--- src/rtl/sipo_symbol_collector.sv ---
// sipo_symbol_collector
//   Collects SIZE_DATA_OUT/SIZE_DATA_IN serial symbols into one word and
//   presents it on a valid/ready output register that is separate from the
//   shift register, so collection carries on while a word waits.
//   Build option: define SIPO_LSB_FIRST_EN to place the first symbol of a
//   word in the least-significant slot (default is MSB-first).
module sipo_symbol_collector #(
    parameter int SIZE_DATA_IN  = 2,
    parameter int SIZE_DATA_OUT = 16
) (
    input  logic                     i_clk,
    input  logic                     i_rst,
    input  logic                     i_start,
    input  logic                     i_valid,
    input  logic [SIZE_DATA_IN-1:0]  i_data,
    input  logic                     i_ready,
    output logic [SIZE_DATA_OUT-1:0] o_data,
    output logic                     o_valid,
    output logic                     o_done,
    output logic                     o_busy,
    output logic                     o_overflow
);

    localparam int N     = SIZE_DATA_OUT / SIZE_DATA_IN;
    localparam int CNT_W = (N > 1) ? $clog2(N) : 1;
    localparam logic [CNT_W-1:0] CNT_LAST = CNT_W'(N - 1);

    typedef enum logic {
        IDLE,
        COLLECT
    } state_t;

    state_t                   state_q, state_d;
    logic [CNT_W-1:0]         cnt_q, cnt_d;
    logic [SIZE_DATA_OUT-1:0] shreg_q, shreg_d;
    logic [SIZE_DATA_OUT-1:0] data_q, data_d;
    logic                     valid_q, valid_d;
    logic                     done_q, done_d;
    logic                     busy_q, busy_d;
    logic                     ovf_q, ovf_d;
    logic [SIZE_DATA_OUT-1:0] shifted;
    logic                     complete;

    // Shift register contents once the current symbol has been taken in
    always_comb begin
`ifdef SIPO_LSB_FIRST_EN
        shifted = (shreg_q >> SIZE_DATA_IN)
                | (SIZE_DATA_OUT'(i_data) << (SIZE_DATA_OUT - SIZE_DATA_IN));
`else
        shifted = (shreg_q << SIZE_DATA_IN) | SIZE_DATA_OUT'(i_data);
`endif
    end

    // Next-state, symbol collection and output-register handshake
    always_comb begin
        state_d  = state_q;
        cnt_d    = cnt_q;
        shreg_d  = shreg_q;
        data_d   = data_q;
        valid_d  = valid_q;
        done_d   = 1'b0;
        ovf_d    = ovf_q;
        complete = 1'b0;

        case (state_q)
            IDLE: begin
                // symbols in the entry cycle are deliberately not sampled
                if (i_start) begin
                    state_d = COLLECT;
                    cnt_d   = '0;
                    shreg_d = '0;
                end
            end
            COLLECT: begin
                if (!i_start) begin
                    // abort: partial word is thrown away silently
                    state_d = IDLE;
                    cnt_d   = '0;
                    shreg_d = '0;
                end else if (i_valid) begin
                    shreg_d = shifted;
                    if (cnt_q == CNT_LAST) begin
                        cnt_d    = '0;
                        complete = 1'b1;
                    end else begin
                        cnt_d = cnt_q + CNT_W'(1);
                    end
                end
            end
            default: begin
                state_d = IDLE;
                cnt_d   = '0;
                shreg_d = '0;
            end
        endcase

        // consumer takes the pending word
        if (valid_q && i_ready)
            valid_d = 1'b0;

        // a new word either lands (slot free or being freed) or is dropped
        if (complete) begin
            if (!valid_q || i_ready) begin
                data_d  = shifted;
                valid_d = 1'b1;
                done_d  = 1'b1;
            end else begin
                ovf_d = 1'b1;
            end
        end

        busy_d = (state_d == COLLECT);
    end

    // State and output registers, cleared asynchronously
    always_ff @(posedge i_clk or posedge i_rst) begin
        if (i_rst) begin
            state_q <= IDLE;
            cnt_q   <= '0;
            shreg_q <= '0;
            data_q  <= '0;
            valid_q <= 1'b0;
            done_q  <= 1'b0;
            busy_q  <= 1'b0;
            ovf_q   <= 1'b0;
        end else begin
            state_q <= state_d;
            cnt_q   <= cnt_d;
            shreg_q <= shreg_d;
            data_q  <= data_d;
            valid_q <= valid_d;
            done_q  <= done_d;
            busy_q  <= busy_d;
            ovf_q   <= ovf_d;
        end
    end

    assign o_data     = data_q;
    assign o_valid    = valid_q;
    assign o_done     = done_q;
    assign o_busy     = busy_q;
    assign o_overflow = ovf_q;

endmodule

--- config.mk ---
export PLATFORM = sky130hd
export DESIGN_NAME = sipo_symbol_collector
export DESIGN_NICKNAME = d
export VERILOG_FILES = /design/src/rtl/sipo_symbol_collector.sv
export SDC_FILE = /design/constraint.sdc
export NUM_CORES = 1
export LEC_CHECK = 0
export CAP_MARGIN = 15
export CORE_MARGIN = 10
export CORE_UTILIZATION = 25
export DETAILED_ROUTE_END_ITERATION = 10
export GPL_TIMING_DRIVEN = 0
export PLACE_DENSITY = 0.55
export REMOVE_ABC_BUFFERS = 1
export SYNTH_ARGS = -nofsm -noshare
export SYNTH_HDL_FRONTEND = slang
export SYNTH_SLANG_ARGS = --single-unit
--- constraint.sdc ---
create_clock -name i_clk -period 3.4 [get_ports i_clk]
set_input_delay 1.02 -clock i_clk [delete_from_list [all_inputs] [get_ports i_clk]]
set_output_delay 1.02 -clock i_clk [all_outputs]
set_load 0.1 [all_outputs]
== Word level (Yosys, flattened, before mapping) ==
Cells that the tools add are included.
Storage, ports and cells
  word-level logic and storage cells: 39
  input bits: 7
  output and inout bits: 20
  register bits: 37
Cells by class
  multiplexer cells: 19
  add/subtract/negate cells: 1
  bitwise gates (word level): 3
  eq/ne operators: 3
  reductions and logical operators: 6
Operators by type and width (number)
  14-bit 2-to-1 mux: 3
  14-bit case mux with 2 select lines: 1
  16-bit by 2-bit bitwise OR with 16-bit output: 1
  3-bit 2-to-1 mux: 4
  1-bit 2-to-1 mux: 10
  3-bit case mux with 2 select lines: 1
  2-bit AND reduction: 3
  3-bit by 1-bit adder with 3-bit output, second input constant: 1
  3-bit == test, second input constant: 1
  3-bit != test, second input constant: 1
  2-bit != test, second input constant: 1
  1-bit NOT: 2
  1-bit logical AND: 1
  1-bit zero test: 1
  1-bit logical OR: 1

== Logic depth before layout (Yosys ltp) ==
Gate-level depths: netlist (run 1).
  depth in word-level cells: 6
  depth in mapped cells: 5
  mapped depth without buffers: 4

== Worst setup path before layout (run 1) ==
OpenSTA, ideal clock, no wires.
  path type: register to register
  start point: register o_busy (netlist name)
  end point: register data_q[0], in the netlist o_data[0]
  required time: 3275 ps
  cell stages (with the launch flop): 6
  slack: 1343 ps
  arrival: 1932 ps
  setup time: 125 ps
  cell sequence: dfrtp_1 and3_1 buf_4 nand3_4 buf_6 mux2_4
RTL lines
  end signal, assigned: RTL line 130  | data_q <= data_d;
  end, declared: RTL line 36  | logic [SIZE_DATA_OUT-1:0] data_q, data_d;

== Worst setup path in the final report (run 1) ==
  start point: input i_start
  end point: register data_q[15], in the netlist o_data[15]
On the way
  word-level cells in the longest chain between the ends: 3
Ends and longest elaborated chain
  start, declared: RTL line 13  | input logic i_start,
  1-bit 2-to-1 mux: RTL line 75  | if (!i_start) begin
  1-bit 2-to-1 mux: RTL line 65  | case (state_q)
  2-bit AND reduction (no line)
Every way passes these cells.
A chain may end at the register's enable or synchronous reset.

==> summary.txt, run 1 <==
Global routing
  – GR Util All Layers: 0.06725
  – Vias in the first global route: 854
  – Grt ovf: 0
  – Largest net degree at the start of global routing: 24
  – Initial antenna violation count: 0
  – First-pass GRT wire length: 4609 µm

Yosys
  – Mapped Cells: 87
  – Synth warn: 0
  – Count of different cell masters after synthesis: 18
  – Mean post-synth cell area: 16.21 µm²
  – Register area share after synthesis: 0.6566
  – Netlist Area Pre-Place: 0.001410 mm²
  – #FFs+latches synth: 37

Clocking
  – # hold bufs at CTS: 0
  – Clk root buf: clkbuf_8
  – Clock Sinks: 37
  – H-Tree Depth: 2
  – Worst-case clock buffer depth: 2
  – Clk pin slew, worst setup/hold paths: 70 ps
  – Post-CTS Repair Setup Buffers: 0
  – Post-CTS sizing: 0
  – CTS tree: built
  – Skew-Pair Late Insertion Delay: 290 ps
  – CTS Buf Count: 5

Placement
  – Port bufs: 26
  – GP Congestion: 0.7232
  – DP HPWL: 1911 µm

Setup path
  – CP Launch Type: primary input
  – Worst path cell trace: clkdlybuf4s50_1 > and3_1 > nand3_4 > mux2_4
  – Peak fanout along the critical path: 19
  – Arr. time, crit path: 3090 ps
  – CP required: 3570 ps
  – Critical path class: in -> reg
  – Critical path launch point: i_start
  – Slowest CP cell: and3_1
  – Crit-path max cell delay: 700 ps
  – Critical Path Sink Type: register
  – Crit-path leading delay family: simple AND/OR/NAND/NOR gates
  – Launching point of the worst reg2reg path: o_busy
  – WP buf/inv: 1

Run status
  – Status: finished clean

Timing
  – Min Tclk post-route: 2920 ps
  – # setup viols final: 0
  – Slew HR: 0.3285
  – Period utilization: 0.8587
  – Worst Skew: 2.770 ps
  – Setup TNS: 0 ps
  – Fmax: 342.5 MHz
  – Final hold vios: 0
  – Unrepaired setup endpoints after global routing: no
  – Worst slew pin tran: 1004 ps
  – Final Max Tran Viols: 0

Detailed routing
  – WL/cell: 14.57 µm
  – First DRT Iteration DRCs: 49
  – DR pass1 iterations: 4
  – WL final: 2783 µm
  – Total number of vias: 798
  – Final ANT Viol Nets: 0
  – Post-DR vias/cell: 4.178
  – DRC: 0

Floorplanning
  – Die Height: 95.10 µm
  – Die footprint: 0.009044 mm²
  – Core Area: 0.005507 mm²
  – Chip Width: 95.10 µm
  – Row cnt: 27
  – Top-Level Pins: 27
  – Initial Util: 0.2561

Cells and area
  – Fillers: 535
  – Ant diodes: 0
  – Area delta synth->final: 33.01%
  – Layout cells sized above 1: 0.2185
  – NumNets Final: 127
  – Commonest non-fill, non-tap cell in the layout: dfrtp_1
  – Commonest non-fill, non-tap cells in the layout: 37 x dfrtp_1, 26 x clkdlybuf4s50_1, 17 x a22o_1, 9 x mux2_4, 7 x mux2_2
  – Core Util, Final: 0.3406

Pwr
  – PwrDens: 464.9 mW/mm²
  – Lkg Pwr: 0.9169 nW
  – Max VDD drop: 0.1681 mV
  – Pwr Total: 0.0008719 W

Worst hold path
  – Hold path startpoint: o_overflow
  – Worst Hold Class: reg -> reg

Flow run
  – Maxcap violations: 0
==> power breakdown <==
part	switching (W)	internal (W)	leakage, nW
clock network	0.000148	0.000239	0.0585
registers	0.00000287	0.000443	0.513
logic	0.0000246	0.0000142	0.345
==> state kept, by name, indices dropped and copies added, names as in the netlist <==
name	cells
o_busy	1
o_overflow	1
cnt_q	3
o_valid	1
o_data	16
o_done	1
shreg_q	14
==> routing by layer <==
layer  share of wire  track usage  vias up
met5               0            0        -
met2            0.40      0.08580       27
li1                -            -      377
met3            0.10      0.03771        6
met1            0.47      0.08501      388
met4           0.024      0.04115        0
==> synthesized netlist by cell type <==
library cell | instances | share of area
a22o_1 | 17 | 0.11
and3_1 | 1 | 0.0044
buf_2 | 1 | 0.0035
buf_4 | 1 | 0.0053
buf_6 | 1 | 0.0080
clkbuf_1 | 1 | 0.0027
dfrtp_1 | 37 | 0.66
ha_1 | 2 | 0.018
inv_1 | 2 | 0.0053
mux2_2 | 7 | 0.056
mux2_4 | 9 | 0.096
nand2_1 | 2 | 0.0053
nand2b_1 | 1 | 0.0044
nand3_4 | 1 | 0.012
nand3b_1 | 1 | 0.0053
nor2_1 | 1 | 0.0027
o21ai_1 | 1 | 0.0035
o21bai_1 | 1 | 0.0053
==> cells by family after synthesis <==
group           Yosys count  synth area share
compound gates           19            0.1145
fa+ha+maj                 2           0.01774
buf+inv                   6           0.02484
flops                    37            0.6566
mux                      16            0.1517
simple gates              7           0.03461
==> metrics by stage <==
step           std cells  area (µm²)  setup WS [ps]  hold WS (ps)
2_1_floorplan         83        1383           1051         469.1
3_3_place_gp         181        1733          249.2         468.6
3_5_place_dp         182        1748          170.2         473.5
4_1_cts              190        1864          489.3         493.9
5_1_grt              191        1876          366.8         502.4
6_report             191        1876          480.3         483.3
==> path summary, 6_finish.rpt <==
kind | endpoint | slack, ps | cells past startpoint
worst max-delay path | o_data[15] | 480 | 4
max in group asynchronous | o_valid | 1580 | 3
worst min register to register | o_overflow | 480 | 1
min in group asynchronous | shreg_q[13] | 1230 | 2
worst max register to register | o_data[15] | 1350 | 3
worst min-delay path | o_overflow | 480 | 1
==> final cells by class <==
type                            instances  area [µm²]  area share
Multi-Input combinational cell         44       449.2      0.2395
Tap cell                               72       90.09     0.04803
Inverter                                2       7.507    0.004003
Clock inverter                          1       30.03     0.01601
Sequential cell                        37       925.9      0.4937
Timing Repair Buffer                   28       286.5      0.1528
Clock buffer                            7       86.33     0.04603
(Power assumes the default switching activity.)
==> run 2: changes to the inputs <==
DONT_BUFFER_PORTS = 1   (was unset)
PLACE_DENSITY = 0.49   (was 0.55)
==> run 2 against run 1 <==
  * Clock power up 20%
  * Hold slack better by 20 ps
  * Critical path depth down 1
  * Critical path type is now reg -> reg
  * Die area unchanged
  * Setup slack better by 160 ps
  * Via count down 7.5%
  * Sequential power up 1%
  * Flip-flop and latch count unchanged
  * Core utilization down 4.2 points
  * Wire length down 5.7%
==> summary.txt, run 2 (synthesis gave the netlist of run 1 again) <==
Run status
  – Status: finished clean (unchanged)

Cells and area
  – Commonest non-fill, non-tap cells in the layout: 37 x dfrtp_1, 17 x a22o_1, 9 x mux2_4, 7 x mux2_2, 5 x clkbuf_8 (was 37 x dfrtp_1, 26 x clkdlybuf4s50_1, 17 x a22o_1, 9 x mux2_4, 7 x mux2_2)
  – Layout cells sized above 1: 0.2903 (was 0.2185)
  – Commonest non-fill, non-tap cell in the layout: dfrtp_1 (unchanged)
  – NumNets Final: 101 (was 127)
  – Area delta synth->final: 16.68% (was 33.01%)
  – Ant diodes: 0 (unchanged)
  – Largest register FFs: 16 (unchanged)
  – Final Instance Area: 0.001645 mm² (was 0.001876 mm²)

Clocking
  – CTS Buf Count: 5 (unchanged)
  – Skew-Pair Late Insertion Delay: 300 ps (was 290 ps)
  – H-Tree Depth: 2 (unchanged)
  – Clk pin slew, worst setup/hold paths: 80 ps (was 70 ps)
  – Post-CTS sizing: 0 (unchanged)
  – Post-CTS Repair Setup Buffers: 0 (unchanged)
  – CTS tree: built (unchanged)
  – # hold bufs at CTS: 0 (unchanged)
  – Clk root buf: clkbuf_8 (unchanged)
  – Worst-case clock buffer depth: 2 (unchanged)
  – Clock Sinks: 37 (unchanged)

Timing
  – # setup viols final: 0 (unchanged)
  – Final Max Tran Viols: 0 (unchanged)
  – Unrepaired setup endpoints after global routing: no (unchanged)
  – Period utilization: 0.8119 (was 0.8587)
  – Setup TNS: 0 ps (unchanged)
  – Final hold vios: 0 (unchanged)
  – Slew HR: 0.3643 (was 0.3285)
  – Min Tclk post-route: 2760 ps (was 2920 ps)
  – Final worst-path setup slack: 639.6 ps (was 480.3 ps)
  – Worst slew pin tran: 953.5 ps (was 1004 ps)
  – Worst Skew: 11.98 ps (was 2.770 ps)
  – Fmax: 362.3 MHz (was 342.5 MHz)

Global routing
  – Initial antenna violation count: 0 (unchanged)
  – Vias in the first global route: 802 (was 854)
  – Largest net degree at the start of global routing: 23 (was 24)
  – GR Util All Layers: 0.06054 (was 0.06725)
  – First-pass GRT wire length: 4202 µm (was 4609 µm)
  – Grt ovf: 0 (unchanged)

Detailed routing
  – Final ANT Viol Nets: 0 (unchanged)
  – WL/cell: 15.90 µm (was 14.57 µm)
  – Post-DR vias/cell: 4.473 (was 4.178)
  – First DRT Iteration DRCs: 19 (was 49)
  – DRC: 0 (unchanged)
  – Total number of vias: 738 (was 798)
  – WL final: 2623 µm (was 2783 µm)
  – DR pass1 iterations: 4 (unchanged)

Placement
  – GP Congestion: 0.6416 (was 0.7232)
  – DP HPWL: 1870 µm (was 1911 µm)
  – Place WS: 617.6 ps (was 170.2 ps)
  – Port bufs: 0 (was 26)
  – DP Area: 0.001508 mm² (was 0.001748 mm²)

Floorplanning
  – Die footprint: 0.009044 mm² (unchanged)
  – Core Area: 0.005507 mm² (unchanged)
  – Die Height: 95.10 µm (unchanged)
  – Initial Util: 0.2561 (unchanged)
  – Row cnt: 27 (unchanged)
  – Chip Width: 95.10 µm (unchanged)
  – Top-Level Pins: 27 (unchanged)

Setup path
  – Critical Path Sink Type: register (unchanged)
  – Peak fanout along the critical path: 19 (unchanged)
  – Critical path class: reg -> reg (was in -> reg)
  – Arr. time, crit path: 2940 ps (was 3090 ps)
  – CP Launch Type: register (was primary input)
  – CP required: 3580 ps (was 3570 ps)

Flow run
  – Maxcap violations: 0 (unchanged)

Pwr
  – Lkg Pwr: 0.8396 nW (was 0.9169 nW)
  – Max VDD drop: 0.2309 mV (was 0.1681 mV)
  – PwrDens: 572.0 mW/mm² (was 464.9 mW/mm²)

Worst hold path
  – Worst Hold Class: reg -> reg (unchanged)
-- run 2: cell types whose count changed in the layout (fill, tap and decap cells not counted), sizes merged --
cell	previous run	this run
clkdlybuf4s50	26	0
inv	2	3
bufinv	1	2
clkbuf	7	5
-- run 2: final cells by class --
cell class / count / area (µm²)
timing repair buffer: 2 / 35.03
clock buffer: 5 / 68.82
sequential: 37 / 925.9
clock inverter: 3 / 68.82
multi-input combinational: 44 / 449.2
inverter: 2 / 7.507
tap: 72 / 90.09
fill: 556 / 3861
-- run 2: per-stage QoR --
stage / instances / power, W / hold slack (ps) / util
detailed placement: 157 / 0.0004872 / 491.5 / 0.2738
floorplan: 83 / 0.0004745 / 469.1 / -
finish: 165 / 0.0009412 / 503.5 / 0.2988
global route: 165 / 0.0009762 / 520.3 / 0.2988
global placement: 155 / 0.0004806 / 483.4 / 0.2674
CTS: 165 / 0.0009513 / 508.7 / 0.2988
-- run 2: path summary, 6_finish.rpt --
check	cells past startpoint	endpoint	start	slack [ps]
worst max register to register	3	o_data[3]	o_busy	640
worst min-delay path	1	shreg_q[12]	shreg_q[12]	500
max in group asynchronous	2	shreg_q[8]	i_rst	2020
worst min register to register	1	shreg_q[12]	shreg_q[12]	500
min in group asynchronous	1	shreg_q[13]	i_rst	800
worst max-delay path	3	o_data[3]	o_busy	640
-- run 2: power breakdown --
part           switching (W)  leakage (nW)  internal, W  total [W]
clock               0.000169        0.0687     0.000295   0.000464
sequential        0.00000768         0.513     0.000443   0.000451
combinational      0.0000183         0.258   0.00000829  0.0000266
total               0.000194         0.840     0.000747   0.000941
-- run 2: worst max-delay path: stages, from the launching register on --
cell and delay [ps]:
dfrtp_1 970, and3_1 810, nand3_4 430, mux2_4 410
-- run 2: metal layers --
layer / wire [µm] / up-vias / GRT usage / part of all wire
li1: - / 329 / - / -
met1: 1282 / 381 / 0.07689 / 0.49
met2: 1079 / 24 / 0.08125 / 0.41
met3: 233 / 4 / 0.03299 / 0.089
met4: 27 / 0 / 0.02868 / 0.010
met5: 0 / - / 0 / 0
==> run 3: changes to the inputs <==
PLACE_DENSITY = 0.51   (was 0.49)
clock period = 2.25 ns   (was 3.4 ns; I/O delays follow)
==> run 3 against run 2 <==
  * Critical endpoint is now o_data[14]
  * Clock-buffer cell count stayed put
  * Via count shrank 0.41%
  * Critical path type unchanged
  * Fmax increased by 33%
  * Highest routed layer unchanged
  * Core utilization shrank 0.50 points
==> summary.txt, run 3 (synthesis gave the netlist of run 1 again) <==
Run status
  – Status: finished clean (unchanged)

Timing
  – Worst slew pin tran: 929.6 ps (was 953.5 ps)
  – Hold_ws: 384.6 ps (was 503.5 ps)
  – Unrepaired setup endpoints after global routing: no (unchanged)
  – Period utilization: 0.9201 (was 0.8119)
  – Final Max Tran Viols: 0 (unchanged)
  – Final hold vios: 0 (unchanged)
  – Final worst-path setup slack: 179.8 ps (was 639.6 ps)
  – Fmax: 483.0 MHz (was 362.3 MHz)
  – Min Tclk post-route: 2070 ps (was 2760 ps)
  – Worst Skew: 4.860 ps (was 11.98 ps)
  – Setup TNS: 0 ps (unchanged)
  – # setup viols final: 0 (unchanged)
  – Slew HR: 0.3803 (was 0.3643)

Clocking
  – Skew-Pair Late Insertion Delay: 270 ps (was 300 ps)
  – Worst-case clock buffer depth: 2 (unchanged)
  – CTS tree: built (unchanged)
  – H-Tree Depth: 2 (unchanged)
  – Post-CTS Repair Setup Buffers: 0 (unchanged)
  – Clk root buf: clkbuf_8 (unchanged)
  – Clk pin slew, worst setup/hold paths: 70 ps (was 80 ps)
  – Clock Sinks: 37 (unchanged)
  – CTS Buf Count: 5 (unchanged)
  – # hold bufs at CTS: 0 (unchanged)

Global routing
  – GR met3 Demand/Resource: 0.03221 (was 0.03299)
  – GRT Max-Usage Layer: met2 (unchanged)
  – Initial antenna violation count: 0 (unchanged)
  – Met2 usage: 0.09034 (was 0.08125)
  – Largest net degree at the start of global routing: 24 (was 23)
  – First-pass GRT wire length: 4278 µm (was 4202 µm)
  – Vias in the first global route: 786 (was 802)
  – M1 GR Usage: 0.07901 (was 0.07689)
  – GR Util All Layers: 0.06337 (was 0.06054)
  – Grt ovf: 0 (unchanged)

Setup path
  – Slowest CP cell: dfrtp_1 (unchanged)
  – Peak fanout along the critical path: 17 (was 19)
  – CP Launch Type: register (unchanged)
  – Critical path launch point: o_valid (was o_busy)
  – Worst path cell trace: nand2b_1 > nand3_4 > mux2_2 (was and3_1 > nand3_4 > mux2_4)
  – Arr. time, crit path: 2230 ps (was 2940 ps)
  – Launching point of the worst reg2reg path: o_valid (was o_busy)
  – WP buf/inv: 0 (unchanged)
  – Crit-path leading delay family: flip-flops (was simple AND/OR/NAND/NOR gates)
  – Critical Path Sink Type: register (unchanged)
  – Critical path class: reg -> reg (unchanged)
  – CP required: 2410 ps (was 3580 ps)
  – Crit-path max cell delay: 930 ps (was 970 ps)

Placement
  – DP Area: 0.001508 mm² (unchanged)
  – GP Congestion: 0.6285 (was 0.6416)
  – DP HPWL: 1924 µm (was 1870 µm)
  – Port bufs: 0 (unchanged)
  – Place WS: -569.7 ps (was 617.6 ps)

Cells and area
  – Ant diodes: 0 (unchanged)
  – Commonest non-fill, non-tap cells in the layout: 36 x dfrtp_1, 17 x a22o_1, 9 x mux2_4, 7 x mux2_2, 5 x clkbuf_8 (was 37 x dfrtp_1, 17 x a22o_1, 9 x mux2_4, 7 x mux2_2, 5 x clkbuf_8)
  – NumNets Final: 101 (unchanged)
  – Fillers: 551 (was 556)
  – Commonest non-fill, non-tap cell in the layout: dfrtp_1 (unchanged)
  – Final Instance Area: 0.001618 mm² (was 0.001645 mm²)
  – Area delta synth->final: 14.73% (was 16.68%)
  – Layout cells sized above 1: 0.3043 (was 0.2903)
  – Largest register FFs: 16 (unchanged)
  – Core Util, Final: 0.2938 (was 0.2988)

Floorplanning
  – Die Height: 95.10 µm (unchanged)
  – Initial Util: 0.2561 (unchanged)
  – Top-Level Pins: 27 (unchanged)
  – Core Area: 0.005507 mm² (unchanged)
  – Chip Width: 95.10 µm (unchanged)
  – Die footprint: 0.009044 mm² (unchanged)
  – Row cnt: 27 (unchanged)

Detailed routing
  – DR pass1 iterations: 3 (was 4)
  – DRC: 0 (unchanged)
  – Post-DR vias/cell: 4.482 (was 4.473)
  – Total number of vias: 735 (was 738)
  – WL/cell: 16.42 µm (was 15.90 µm)
  – First DRT Iteration DRCs: 35 (was 19)
  – WL final: 2693 µm (was 2623 µm)
  – Final ANT Viol Nets: 0 (unchanged)

Pwr
  – Clock power frac: 0.425 (was 0.493)
  – Lkg Pwr: 0.8225 nW (was 0.8396 nW)
  – Max VDD drop: 0.2638 mV (was 0.2309 mV)
  – Comb power frac: 0.033 (was 0.028)
  – Register share of total power: 0.543 (was 0.479)
  – Sw Share: 0.1998 (was 0.2066)
  – Sw Pwr: 0.0002511 W (was 0.0001945 W)
  – PwrDens: 776.6 mW/mm² (was 572.0 mW/mm²)
  – Internal: 0.001005 W (was 0.0007468 W)

Worst hold path
  – Worst Hold Class: in -> async (was reg -> reg)

Flow run
  – Maxcap violations: 0 (unchanged)
run 3: cell types whose count changed in the layout (fill, tap and decap cells not counted), sizes merged:
cell    change
inv         -1
bufinv      -1
clkinv      +1
run 3: worst register-to-register path: cells and delay by family (launching register included):
kind	cells	cell delay, ps
muxes	1	390
and+or+nand+nor	2	630
DFF	1	930
run 3: worst paths after layout:
kind                            slack [ps]  depth (start not counted)     endpoint
worst max-delay path                   180                          3   o_data[14]
worst min-delay path                   380                          1   shreg_q[6]
max in group asynchronous             1330                          2    o_data[1]
worst max register to register         180                          3   o_data[14]
worst min register to register         500                          1  shreg_q[12]
min in group i_clk                     420                          0       o_busy
run 3: power groups by stage:
| stage | logic (W) | registers (W) | clock network (W) |
|---|---|---|---|
| after floorplan | 0.0000243 | 0.000693 | 0 |
| after global routing | 0.0000470 | 0.000682 | 0.000584 |
| after global placement | 0.0000320 | 0.000694 | 0 |
| final | 0.0000410 | 0.000682 | 0.000533 |
| after detailed placement | 0.0000421 | 0.000694 | 0 |
| after CTS | 0.0000424 | 0.000682 | 0.000553 |
run 3: routing by layer:
metal	routed length (µm)	share of wire	vias to the layer above
met5	0	0	-
met4	19	0.0071	0
met3	222	0.082	2
met2	1250	0.46	25
met1	1200	0.45	382
li1	-	-	326
run 3: area by class of cell:
class                      count  area, µm²  area share
multi-input combinational     44      454.2      0.2807
inverter                       2      7.507    0.004640
clock inverter                 2      35.03     0.02166
sequential                    37      927.1      0.5731
clock buffer                   5      68.82     0.04254
timing repair buffer           2      35.03     0.02166
tap                           72      90.09     0.05568
run 3: repair_timing:
| action | in CTS | in global routing |
|---|---|---|
| setup endpoints to repair | 17 | 16 |
| gates cloned | 0 | 0 |
| gates resized for setup | 2 | 1 |
run 3: stage by stage:
| step | std cells | power [W] |
|---|---|---|
| 6_report | 164 | 0.001256 |
| 5_1_grt | 164 | 0.001313 |
| 4_1_cts | 164 | 0.001277 |
| 3_5_place_dp | 157 | 0.0007363 |
| 3_3_place_gp | 155 | 0.0007258 |
| 2_1_floorplan | 83 | 0.0007171 |
==> variant: new RTL, flow settings as in run 3 <==
Change the parameter `SIZE_DATA_IN` from 2 to 1.
--- a/src/rtl/sipo_symbol_collector.sv
+++ b/src/rtl/sipo_symbol_collector.sv
@@ -7,3 +7,3 @@
 module sipo_symbol_collector #(
-    parameter int SIZE_DATA_IN  = 2,
+    parameter int SIZE_DATA_IN  = 1,
     parameter int SIZE_DATA_OUT = 16
Ports: changed (resized i_data); port bits go from 27 to 26. No check against the original RTL was run, so the function may have changed too.
==> variant against run 3 <==
Worst hold slack better by 30 ps; total power up 4.0%; worst setup slack gained 20 ps; final area grew 8.9%; final cell count up 10%; sequential cell count rose by 2; clock power is 3% higher; wire length rose by 14%; synthesized area increased by 12%; first-iteration DRC count is 11% lower; largest cell class unchanged; largest power group unchanged.
==> variant: results (changes against run 3) <==
| Metric | Value |
|---|---|
| Via density | `4.68 (was 4.48)` |
| CP Max Fanout | `6 (was 17)` |
| Dpl cells | `172 (was 157)` |
| Worst-path clk slew | `70 ps (about the same)` |
| Hold WC Path Type | `input pin to asynchronous set/reset pin (unchanged)` |
| Main synth FF type | `dfrtp_1 (unchanged)` |
| Layout cells sized above 1 | `30.2% (was 30.4%)` |
| Pwr dens | `742 mW/mm^2 (was 777 mW/mm^2)` |
| Post-synthesis sequential area ratio | `61.9% (was 65.7%)` |
| Total GRT Usage | `6.44% (was 6.34%)` |
| Total Nets Final | `113 (was 101)` |
| Clk root buf | `clkbuf_8 (unchanged)` |
| Post-DP Area | `0.00163 mm^2 (was 0.00151 mm^2)` |
| IO buf count | `0 (unchanged)` |
| Diode count | `0 (unchanged)` |
| Static Leak | `0.841 nW (was 0.822 nW)` |
| CP Data Arrival Time | `about 2200 ps` |
| First-pass GRT wire length | `5130 um (was 4280 um)` |
| Synth top area cells | `dfrtp_1, a22o_1, mux2_4, mux2_2, a21o_1 (was dfrtp_1, a22o_1, mux2_4, mux2_2, ha_1)` |
| Largest delay share family, worst path | `flip-flops (unchanged)` |
| CTS Buffer Depth | `2 (unchanged)` |
| Starting DRC count in detailed routing | `31 (was 35)` |
| Status | `complete, no violations (unchanged)` |
| WL final | `3070 um (was 2690 um)` |
| First-pass iteration count of the detailed router | `4 (was 3)` |
| Final Wtd Congestion | `0.649 (was 0.629)` |
| CP max stage cell | `dfrtp_1 (unchanged)` |
| Clock Latency Late Sink | `280 ps` |
| Maximum number of pins on one net before global-route repair | `40 (was 24)` |
| Num CTS Buffers | `5 (unchanged)` |
| Largest stage delay on the critical path | `930 ps (about the same)` |
| Distinct cells, synth | `28 (was 18)` |
| Ys async rst share | `100% (unchanged)` |
| Synth Instances | `102 (was 87)` |
| Top cells by count, synth | `dfrtp_1, a22o_1, mux2_4 (unchanged)` |
| Worst-Margin Slew | `926 ps (was 930 ps)` |
| Clock skew | `4.87 ps (was 4.86 ps)` |
| Post-route insts no fill | `181 (was 164)` |
| Max reg flops | `16 (unchanged)` |
| Maximum vdd drop | `0.327 mV (was 0.264 mV)` |
| Net switching power | `0.000267 W (was 0.000251 W)` |
| H-tree lvl count | `2 (unchanged)` |
| Yosys warning total | `0 (unchanged)` |
| Post-DP HPWL | `2070 um (was 1920 um)` |
| Vias in the first global route | `958 (was 786)` |
| Initial antenna violation count | `0 (unchanged)` |
-- variant: changes by cell type in the layout (fill, tap and decap cells not counted), sizes merged, moves of 2 or more --
cell | run 3 | this run
a21o | 0 | 3
dfrtp | 37 | 39
nand2 | 2 | 0
nand3 | 1 | 4
nand4b | 0 | 2
-- variant: area by class of cell --
type | instances | area (um^2)
Multi-Input combinational cell | 56 | 546
Sequential cell | 39 | 977
Inverter | 1 | 3.75
Clock buffer | 6 | 72.6
Tap cell | 75 | 93.8
Timing Repair Buffer | 3 | 38.8
Clock inverter | 1 | 30.0
Fill cell | 624 | 4260
-- variant: per-stage QoR --
stage | TNS (ps) | worst slack, ps | util (%)
final | 0 | 200 | 29.2
after CTS | 0 | 191 | 29.2
after detailed placement | -8220 | -515 | 27.1
after floorplan | -2390 | -180 | -
after global placement | -9000 | -462 | 26.9
after global routing | 0 | 120 | 29.2
-- variant: path summary, 6_finish.rpt --
check / cells past startpoint / slack [ps] / endpoint / start
max: 4 / 200 / o_data[0]$_DFFE_PP0P_ / o_valid$_DFF_PP0_
min: 1 / 420 / o_data[15]$_DFFE_PP0P_ / i_rst
max reg2reg: 4 / 200 / o_data[0]$_DFFE_PP0P_ / o_valid$_DFF_PP0_
min reg2reg: 1 / 520 / shreg_q[12]$_DFFE_PP0P_ / shreg_q[11]$_DFFE_PP0P_
max in group asynchronous: 1 / 1270 / o_busy$_DFF_PP0_ / i_rst
min in group i_clk: 0 / 420 / o_busy$_DFF_PP0_ / i_start
-- variant: kinds of logic after synthesis --
logic type	synth area share, %
DFF	61.9
AOI/OAI and AO/OA	12.0
muxes	14.3
and+or+nand+nor	7.54
buffers and inverters	3.57
adders and majority gates	0.793
-- variant: what timing repair did --
action | 4_1_cts | 5_1_grt
setup endpoints to repair | 27 | 0
setup buffers | 2 | 0
hold buffers | 0 | 0
gates resized for setup | 1 | 0
-- variant: power groups by stage --
stage	sequential, W	combinational, W	clock (W)
floorplan	0.000729	0.0000268	0
global placement	0.000730	0.0000353	0
detailed placement	0.000731	0.0000407	0
CTS	0.000717	0.0000406	0.000579
global route	0.000718	0.0000447	0.000607
finish	0.000717	0.0000387	0.000550
-- variant: routing by layer --
layer / track usage [%] / share of wire [%]
met1: 7.28 / 43
met2: 9.77 / 49
met3: 4.08 / 7.6
met4: 1.98 / 0.33
met5: 0 / 0
